===== src/rtl/bus_datapath.sv =====
// Datapath slave of the multi-cycle controller: PC, IPR, IR, TR1/TR2, AR, register file,
// ALU and neg flag, linked by an address/selector bus (bus0) and a data bus (bus1).
module bus_datapath #(
    parameter int DATA_W   = 16,
    parameter int RF_DEPTH = 16
) (
    input  logic              clk,
    input  logic              rst,
    input  logic              pc_wr_en,
    input  logic              pc_src,
    input  logic              ir_wr_en,
    input  logic              ipr_wr_en,
    input  logic              rf_wr_en,
    input  logic              tr1_wr_en,
    input  logic              tr2_wr_en,
    input  logic              alu_en,
    input  logic [1:0]        alu_op,
    input  logic [3:0]        db_0_s,
    input  logic [3:0]        db_1_s,
    input  logic              dm_wr_en,
    output logic [DATA_W-1:0] instruction,
    output logic              neg,
    output logic [DATA_W-1:0] imem_addr,
    input  logic [DATA_W-1:0] imem_rdata,
    output logic [DATA_W-1:0] dm_addr,
    output logic [DATA_W-1:0] dm_wdata,
    output logic              dm_we,
    input  logic [DATA_W-1:0] dm_rdata
);
    localparam int RF_AW = $clog2(RF_DEPTH);

    localparam logic [3:0] B0_PC     = 4'b0000;
    localparam logic [3:0] B0_RS1    = 4'b0010;
    localparam logic [3:0] B0_RS2    = 4'b0011;
    localparam logic [3:0] B0_ALU    = 4'b0101;
    localparam logic [3:0] B0_PC_UPD = 4'b0110;
    localparam logic [3:0] B0_RD     = 4'b0111;
    localparam logic [3:0] B0_TR1    = 4'b1011;

    localparam logic [3:0] B1_PC     = 4'b0000;
    localparam logic [3:0] B1_IPR    = 4'b0001;
    localparam logic [3:0] B1_RF_A   = 4'b0010;
    localparam logic [3:0] B1_RF_B   = 4'b0011;
    localparam logic [3:0] B1_OFFSET = 4'b0100;
    localparam logic [3:0] B1_ALU    = 4'b0101;
    localparam logic [3:0] B1_TR2    = 4'b1010;
    localparam logic [3:0] B1_TR1    = 4'b1011;
    localparam logic [3:0] B1_DMEM   = 4'b1110;

    localparam logic [1:0] OPC_LD = 2'b10;

    logic [DATA_W-1:0] pc_q,  pc_d;
    logic [DATA_W-1:0] ipr_q, ipr_d;
    logic [DATA_W-1:0] ir_q,  ir_d;
    logic [DATA_W-1:0] tr1_q, tr1_d;
    logic [DATA_W-1:0] tr2_q, tr2_d;
    logic [DATA_W-1:0] ar_q,  ar_d;
    logic              neg_q, neg_d;
    logic [DATA_W-1:0] rf_q [RF_DEPTH];
    logic [DATA_W-1:0] rf_d [RF_DEPTH];

    logic [1:0]               opcode;
    logic [3:0]               rd_f, rs1_f, rs2_f, offset_f;
    logic signed [DATA_W-1:0] offset_sext;
    logic [DATA_W-1:0]        rf_rdata;
    logic [DATA_W-1:0]        alu_y;
    logic [DATA_W-1:0]        bus0, bus1;
    logic                     bus0_listed;

    function automatic logic [DATA_W-1:0] alu_f(input logic [1:0] op,
                                                input logic [DATA_W-1:0] a,
                                                input logic [DATA_W-1:0] b);
        case (op)
            2'b00:   alu_f = a + b;
            2'b01:   alu_f = a - b;
            2'b10:   alu_f = a | b;
            default: alu_f = a & b;
        endcase
    endfunction

    function automatic logic [DATA_W-1:0] zext4(input logic [3:0] f);
        zext4 = {{(DATA_W-4){1'b0}}, f};
    endfunction

    // ld swaps the roles of the two low nibbles: base register in [3:0], offset in [7:4]
    always_comb begin
        opcode      = ir_q[15:14];
        rd_f        = ir_q[11:8];
        rs2_f       = ir_q[3:0];
        rs1_f       = (opcode == OPC_LD) ? ir_q[3:0] : ir_q[7:4];
        offset_f    = (opcode == OPC_LD) ? ir_q[7:4] : ir_q[11:8];
        offset_sext = {{(DATA_W-4){offset_f[3]}}, offset_f};
    end

    assign rf_rdata = rf_q[ar_q[RF_AW-1:0]];
    assign alu_y    = alu_f(alu_op, tr1_q, tr2_q);

    always_comb begin
        bus0        = '0;
        bus0_listed = 1'b1;
        case (db_0_s)
            B0_PC, B0_PC_UPD: bus0 = pc_q;
            B0_RS1:           bus0 = zext4(rs1_f);
            B0_RS2:           bus0 = zext4(rs2_f);
            B0_ALU:           bus0 = alu_y;
            B0_RD:            bus0 = zext4(rd_f);
            B0_TR1:           bus0 = tr1_q;
            default:          bus0_listed = 1'b0;
        endcase
    end

    always_comb begin
        bus1 = '0;
        case (db_1_s)
            B1_PC:            bus1 = pc_q;
            B1_IPR:           bus1 = ipr_q;
            B1_RF_A, B1_RF_B: bus1 = rf_rdata;
            B1_OFFSET:        bus1 = offset_sext;
            B1_ALU:           bus1 = alu_y;
            B1_TR2:           bus1 = tr2_q;
            B1_TR1:           bus1 = tr1_q;
            B1_DMEM:          bus1 = dm_rdata;
            default:          bus1 = '0;
        endcase
    end

    // Every enable acts independently on pre-edge values; the RF target is the old AR.
    always_comb begin
        pc_d  = pc_q;
        ipr_d = ipr_q;
        ir_d  = ir_q;
        tr1_d = tr1_q;
        tr2_d = tr2_q;
        ar_d  = ar_q;
        neg_d = neg_q;
        rf_d  = rf_q;
        if (pc_wr_en)    pc_d  = pc_src ? alu_y : pc_q + DATA_W'(1);
        if (ipr_wr_en)   ipr_d = imem_rdata;
        if (ir_wr_en)    ir_d  = bus1;
        if (tr1_wr_en)   tr1_d = bus1;
        if (tr2_wr_en)   tr2_d = bus1;
        if (bus0_listed) ar_d  = bus0;
        if (alu_en)      neg_d = alu_y[DATA_W-1];
        if (rf_wr_en)    rf_d[ar_q[RF_AW-1:0]] = bus1;
    end

    always_ff @(posedge clk or negedge rst) begin
        if (!rst) begin
            pc_q  <= '0;
            ipr_q <= '0;
            ir_q  <= '0;
            tr1_q <= '0;
            tr2_q <= '0;
            ar_q  <= '0;
            neg_q <= 1'b0;
            for (int i = 0; i < RF_DEPTH; i++) rf_q[i] <= '0;
        end else begin
            pc_q  <= pc_d;
            ipr_q <= ipr_d;
            ir_q  <= ir_d;
            tr1_q <= tr1_d;
            tr2_q <= tr2_d;
            ar_q  <= ar_d;
            neg_q <= neg_d;
            for (int i = 0; i < RF_DEPTH; i++) rf_q[i] <= rf_d[i];
        end
    end

    assign instruction = ir_q;
    assign neg         = neg_q;
    assign imem_addr   = pc_q;
    assign dm_addr     = ar_q;
    assign dm_wdata    = bus1;
    assign dm_we       = dm_wr_en;

endmodule


===== config.mk =====
export PLATFORM = sky130hd
export DESIGN_NAME = bus_datapath
export DESIGN_NICKNAME = d
export VERILOG_FILES = /design/src/rtl/bus_datapath.sv
export SDC_FILE = /design/constraint.sdc
export NUM_CORES = 1
export LEC_CHECK = 0
export ABC_CLOCK_PERIOD_IN_PS = 10530
export CELL_PAD_IN_SITES_DETAIL_PLACEMENT = 1
export CELL_PAD_IN_SITES_GLOBAL_PLACEMENT = 2
export CORE_ASPECT_RATIO = 0.7
export CORE_MARGIN = 2
export CORE_UTILIZATION = 43
export CTS_BUF_LIST = sky130_fd_sc_hd__clkbuf_4
export DETAILED_ROUTE_END_ITERATION = 12
export PLACE_DENSITY = 0.92
export SLEW_MARGIN = 20
export SYNTH_ARGS = -nofsm -noshare
export SYNTH_HDL_FRONTEND = slang
export SYNTH_SLANG_ARGS = --single-unit

===== constraint.sdc =====
create_clock -name clk -period 10.53 [get_ports clk]
set_input_delay 1.5795 -clock clk [delete_from_list [all_inputs] [get_ports clk]]
set_output_delay 1.5795 -clock clk [all_outputs]
set_load 0.005 [all_outputs]

# ---- Yosys cells after proc, flatten, opt, wreduce, memory -nomap -nowiden
# Cells that the tools add are included.
dict set report word_totals {
  output_inout_bits 66
  register_bits 353
  inputBits 53
  word_cells 68
}
dict set report classes {
  eq_ne 17
  reduce_logical 7
  magnitude_cmp 2
  n_mux 13
  add_sub_neg 3
  n_bitwise 3
}
# cell n
set op_table {}
lappend op_table {{bitwise mux 256 bit} 1}
lappend op_table {{case mux 16 bit (8 select lines)} 1}
lappend op_table {{case mux 16 bit (6 select lines)} 1}
lappend op_table {{binary-select mux 16 bit (select 4 bit)} 1}
lappend op_table {{demux 16 bit (select 4 bit)} 1}
lappend op_table {{two-way mux 16 bit} 4}
lappend op_table {{case mux 16 bit (3 select lines)} 1}
lappend op_table {{== test 4 x 3 -> 1 bit (second input constant)} 5}
lappend op_table {{adder 16 x 1 -> 16 bit (second input constant)} 1}
lappend op_table {{adder 16 bit} 1}
lappend op_table {{AND 16 bit} 1}
lappend op_table {{== test 4 x 2 -> 1 bit (second input constant)} 4}
lappend op_table {{== test 4 bit (second input constant)} 4}
lappend op_table {{bitwise OR 16 bit} 1}
lappend op_table {{subtractor 16 bit} 1}
lappend op_table {{zero test 4 bit} 2}
lappend op_table {{two-way mux 4 bit} 2}
lappend op_table {{OR reduction 7 bit} 1}
lappend op_table {{greater-or-equal comparator 5 bit (second input constant)} 1}
lappend op_table {{less-than comparator 5 x 1 -> 1 bit (second input constant)} 1}
lappend op_table {{NOT 4 -> 5 bit} 1}
lappend op_table {{== test 2 bit (second input constant)} 2}
lappend op_table {{== test 4 x 1 -> 1 bit (second input constant)} 1}
lappend op_table {{OR reduction 2 bit} 2}
lappend op_table {{4 further kinds} 4}

# ---- Depth between registers and ports, before layout
dict set report depth {
  ltp_word 6
  depth_mapped 16
  depth_no_buf 12
}

# ---- Least setup slack after synthesis
# OpenSTA, ideal clock, no wires.
dict set report synth_path {
  kind {input to output}
  startpoint {in alu_op[1]}
  endpoint {out dm_wdata[15]}
  arrival_ns 4.604
  cell_stages 15
  path_buffers 4
  t_required_ns 8.951
  slack_ns 4.346
  cell_sequence {buf_1 -> clkbuf_1 -> nor2_1 -> a31oi_1 -> a21oi_1 -> xor2_1 -> ha_1 -> clkbuf_1 -> nand2_1 -> o211ai_1 -> a221o_1 -> nor4_1 -> nor4_1 -> buf_2 -> nand2_1}
}
dict set report synth_via {
  elab_chain_len 3
  elab_cells_between_ends 5
  cone_classes {2 x eq/ne; 2 x mux; 1 x reduce/logical}
}
# item line
set synth_lines {}
lappend synth_lines {{start, declared} 17} ;# input logic [1:0] alu_op,
lappend synth_lines {{== test 2 bit (tied with other cells)} 73} ;# case (op)
lappend synth_lines {{case mux 16 bit (3 select lines) (*)} 73}
lappend synth_lines {{case mux 16 bit (8 select lines) (*)} 114} ;# case (db_1_s)
lappend synth_lines {{end, declared} 26} ;# output logic [DATA_W-1:0] dm_wdata,
# Mark *: on every way between the ends. The rest lies on a longest branch, timed or not.

# ---- Worst setup path in the final report
dict set report layout_path {
  startpoint {in alu_op[0]}
  endpoint {out dm_wdata[11]}
}
# The elaborated chain is that of the path after synthesis.

==> out/qor_table.md <==
| Quantity | Value |
|:---|:---|
| List of cells traversed by the critical path | clkdlybuf4s50_1 > inv_1 > nor2_1 > a31oi_1 > xnor2_1 > ha_1 > nand2_1 > a211oi_1 > nor2_1 > mux2i_1 > nand3_1 > nand2_1 > clkdlybuf4s50_1 |
| Library cell with the highest instance count after synthesis | sky130_fd_sc_hd__dfrtp_1 |
| Pre-antenna DRT Iters | 8 |
| Power share of the clock group | 0.210 |
| Top post-synthesis cells by count | 353 x sky130_fd_sc_hd__dfrtp_1, 300 x sky130_fd_sc_hd__nor2_1, 224 x sky130_fd_sc_hd__a21oi_1, 143 x sky130_fd_sc_hd__nand2_1, 102 x sky130_fd_sc_hd__clkbuf_1 |
| Beginning of the worst register-to-register path | tr2_q[4] |
| Final Instance Area | 21100 um^2 |
| Slowest cell on crit path | sky130_fd_sc_hd__nand3_1 |
| Area fraction of the dominant cell type after synthesis | 0.481 |
| Placed Area | 19900 um^2 |
| Largest cells by area after synthesis | sky130_fd_sc_hd__dfrtp_1 48%, sky130_fd_sc_hd__mux4_2 8.5%, sky130_fd_sc_hd__nor2_1 6.1% |
| Kind of end point of the critical path | primary output |
| Min cycle time layout | 8420 ps |
| Number of nets in the layout | 2027 |
| Largest stage delay on the critical path | 770 ps |
| Post-Synthesis Mean Instance Area | 9.82 um^2 |
| Power density over the cells | 269 nW/um^2 |
| Post-route core utilization | 0.498 |
| Number of DRC markers in iteration 0 | 1760 |
| Count of fill cells added during filler insertion | 4772 |
| Detailed-placement wirelength estimate | 47600 um |
| Headroom to the max-slew limit | 0.208 |
| Setup repair after global routing missed its margin | no |
| Sw Pwr | 2220 uW |
| Maximum vdd drop | 0.000136 V |
| Final setup skew | 80.0 ps |
| Leak pwr | 0.00874 uW |
| Depth of the worst register-to-register path | 10 |
| Vias | 16139 |
| Number of sinks handled by clock tree synthesis | 353 |
| Wire length reported by the detailed router | 68200 um |
| Area of the placeable core | 42300 um^2 |
| Setup TNS | 0 ps |
| Status | finished clean |
| MaxCap Viol Count | 0 |
| Cell Int Power | 3440 uW |
| Standard-cell row count | 63 |
| Hold Buf Count CTS | 0 |
| Worst min-delay path category | flip-flop to flip-flop |
| GRT Overall Usage | 0.312 |
| Proportion of synthesized chip area in sequential cells | 0.481 |
| Number of H-tree levels | 3 |
| Area of the mapped netlist | 18400 um^2 |
| Final hold violations | 0 |
| Clock latency on the worst-skew pair | 840 ps |
| Cell chosen for the clock root | sky130_fd_sc_hd__clkbuf_4 |
| CTS max path bufs | 3 |
| Number of global-route vias before repair | 16382 |
| Arrival time worst endpoint | 6840 ps |
| Biggest area consumer among synthesized cells | sky130_fd_sc_hd__dfrtp_1 |
| Least-Margin Pin Slew | 1180 ps |
| Die Outline Area | 44400 um^2 |
| Largest net degree at the start of global routing | 98 |
| Post-Synthesis Cells | 1868 |
| Post-CTS resize count | 0 |
| Die outline height | 177 um |
| Post-synthesis net count | 1941 |
| TritonCTS clock tree | done |
| Highest net fanout along the worst path | 20 |
| Count of nets left with antenna violations after detail routing | 0 |
| # setup viols final | 0 |
| Capturing point of the worst reg2reg path | rf_q[155] |
| Sequential Area | 8840 um^2 |
| Crit share post-route | 0.800 |
| Number of clock buffers inserted by TritonCTS | 90 |
| Type of the setup path with the least slack | primary input to primary output |
| Hold path startpoint | rf_q[246] |
| Number of flops mapped to enable cells by yosys | 0 |
| Hold Path End | rf_q[246] |
| Synthesized flop and latch total | 353 |
| Synth Flop Type | sky130_fd_sc_hd__dfrtp_1 |
| Fraction of final layout cells with drive strength greater than 1 | 0.166 |
| Port Buffers | 116 |
| Routed vias/inst | 6.27 |
| Initial cell density of the core | 0.434 |
| Global-route wire length before repair | 104000 um |
| Switching part of the total | 0.392 |
| Antenna violations before repair | 4 |
| DR WL/cell | 26.5 um |
| Area added between synthesis and finish | 14.7% |
| Post-synth cell types | 76 |
| Clock transition at the registers of the reported paths | 60 ps |
| Count of synthesis-stage warnings from yosys | 0 |
| Worst Hold Path Cells | 2 |
| Highest achievable clock rate | 119 MHz |
| Grt total ovfl | 0 |
| Remaining DRCs | 0 |
| Combinational fraction of design power | 0.369 |
| Pins Over Slew Limit | 0 |
| Critical path launch point type | primary input |
| Worst EP required | 8950 ps |
| Setup slack of the most critical reg-to-reg path | 5910 ps |
| Horiz. Die Dim | 251 um |
| Final Wtd Congestion | 1.03 |
| Area taken by multi-input logic gates | 8780 um^2 |
| Count of pins on the block boundary | 119 |
| Part of the total power dissipated in sequential elements | 0.420 |
| Async set or reset register ratio after synthesis | 1.00 |
| Total setup buffers inserted after CTS | 0 |
## cell families (layout without fill, tap and decap cells)
family	after synthesis	in the layout	synth area share
AO/OA/AOI/OAI	559	559	0.186
XOR/XNOR	23	23	0.0110
adder cells (fa/ha/maj)	30	30	0.0195
buffers and inverters	200	351	0.0462
flip-flops	353	353	0.481
multiplexers	137	137	0.125
other	0	3	0
AND/OR/NAND/NOR	566	566	0.132
## critical path: cells and delay by family
family | cells | cell delay (ps)
and+or+nand+nor | 5 | 1900
buffers and inverters | 3 | 1540
AOI/OAI and AO/OA | 2 | 920
adders and majority gates | 1 | 430
muxes | 1 | 270
xor gates and xnor gates | 1 | 180
## cells in the final DEF (no fill, tap or decap), drive strengths merged, types with 10 or more instances in the layout
| master | count |
|---|---|
| dfrtp | 353 |
| nor2 | 300 |
| a21oi | 224 |
| nand2 | 143 |
| clkbuf | 123 |
| o21ai | 114 |
| clkdlybuf4s50 | 113 |
| a31oi | 85 |
| mux4 | 69 |
| buf | 48 |
| mux2 | 44 |
| inv | 36 |
| nor3 | 31 |
| clkinv | 28 |
| mux2i | 24 |
| nand3 | 22 |
| ha | 19 |
| a22oi | 16 |
| xnor2 | 15 |
| a222oi | 14 |
| a221oi | 13 |
| maj3 | 10 |
| or3 | 10 |
| a211oi | 10 |
## stage by stage
| step | std cells | setup WS (ps) | hold WS (ps) | power, uW |
|---|---|---|---|---|
| after floorplan | 1868 | 4350 | 445 | 3590 |
| after global placement | 2414 | 2340 | 457 | 4310 |
| after detailed placement | 2414 | 2320 | 468 | 4440 |
| after CTS | 2571 | 2280 | 483 | 5640 |
| after global routing | 2574 | 1750 | 512 | 6010 |
| final | 2574 | 2110 | 482 | 5660 |
## cell type report
cell class	instances	share of cell area
flip-flops and latches	353	0.420
diodes	3	0.000357
repair buffers	161	0.0710
inverters	33	0.00588
clock inverters	34	0.00886
well taps	552	0.0328
multi-input cells	1315	0.417
clock buffers	123	0.0439
## power groups by stage
stage	logic (uW)	registers (uW)	clock network, uW
finish	2090	2380	1190
global route	2290	2440	1290
CTS	2070	2360	1210
detailed placement	2060	2380	0
global placement	1970	2340	0
floorplan	1430	2150	0
## how the worst max path moves through the flow
| stage | start | to | slack [ps] |
|---|---|---|---|
| floorplan | alu_op[1] | dm_wdata[15] | 4350 |
| global placement | alu_op[1] | dm_wdata[11] | 2340 |
| detailed placement | alu_op[1] | dm_wdata[11] | 2320 |
| CTS | alu_op[0] | dm_wdata[11] | 2280 |
| global route | alu_op[0] | dm_wdata[11] | 1750 |
| finish | alu_op[0] | dm_wdata[11] | 2110 |
## sequential cells by signal, indices dropped and copies added (netlist names)
name and cells:
ipr_q 16, tr1_q 16, instruction 16, dm_addr 16
imem_addr 16, rf_q 256, neg 1, tr2_q 16
## routing by layer
| metal | track usage | up-vias | wire length (um) |
|---|---|---|---|
| li1 | - | 6999 | - |
| met5 | 0 | - | 0 |
| met2 | 0.435 | 766 | 28300 |
| met1 | 0.464 | 8273 | 30900 |
| met4 | 0.0717 | 0 | 1200 |
| met3 | 0.110 | 101 | 7730 |
No activity file was read; power rests on OpenSTA's default activity.
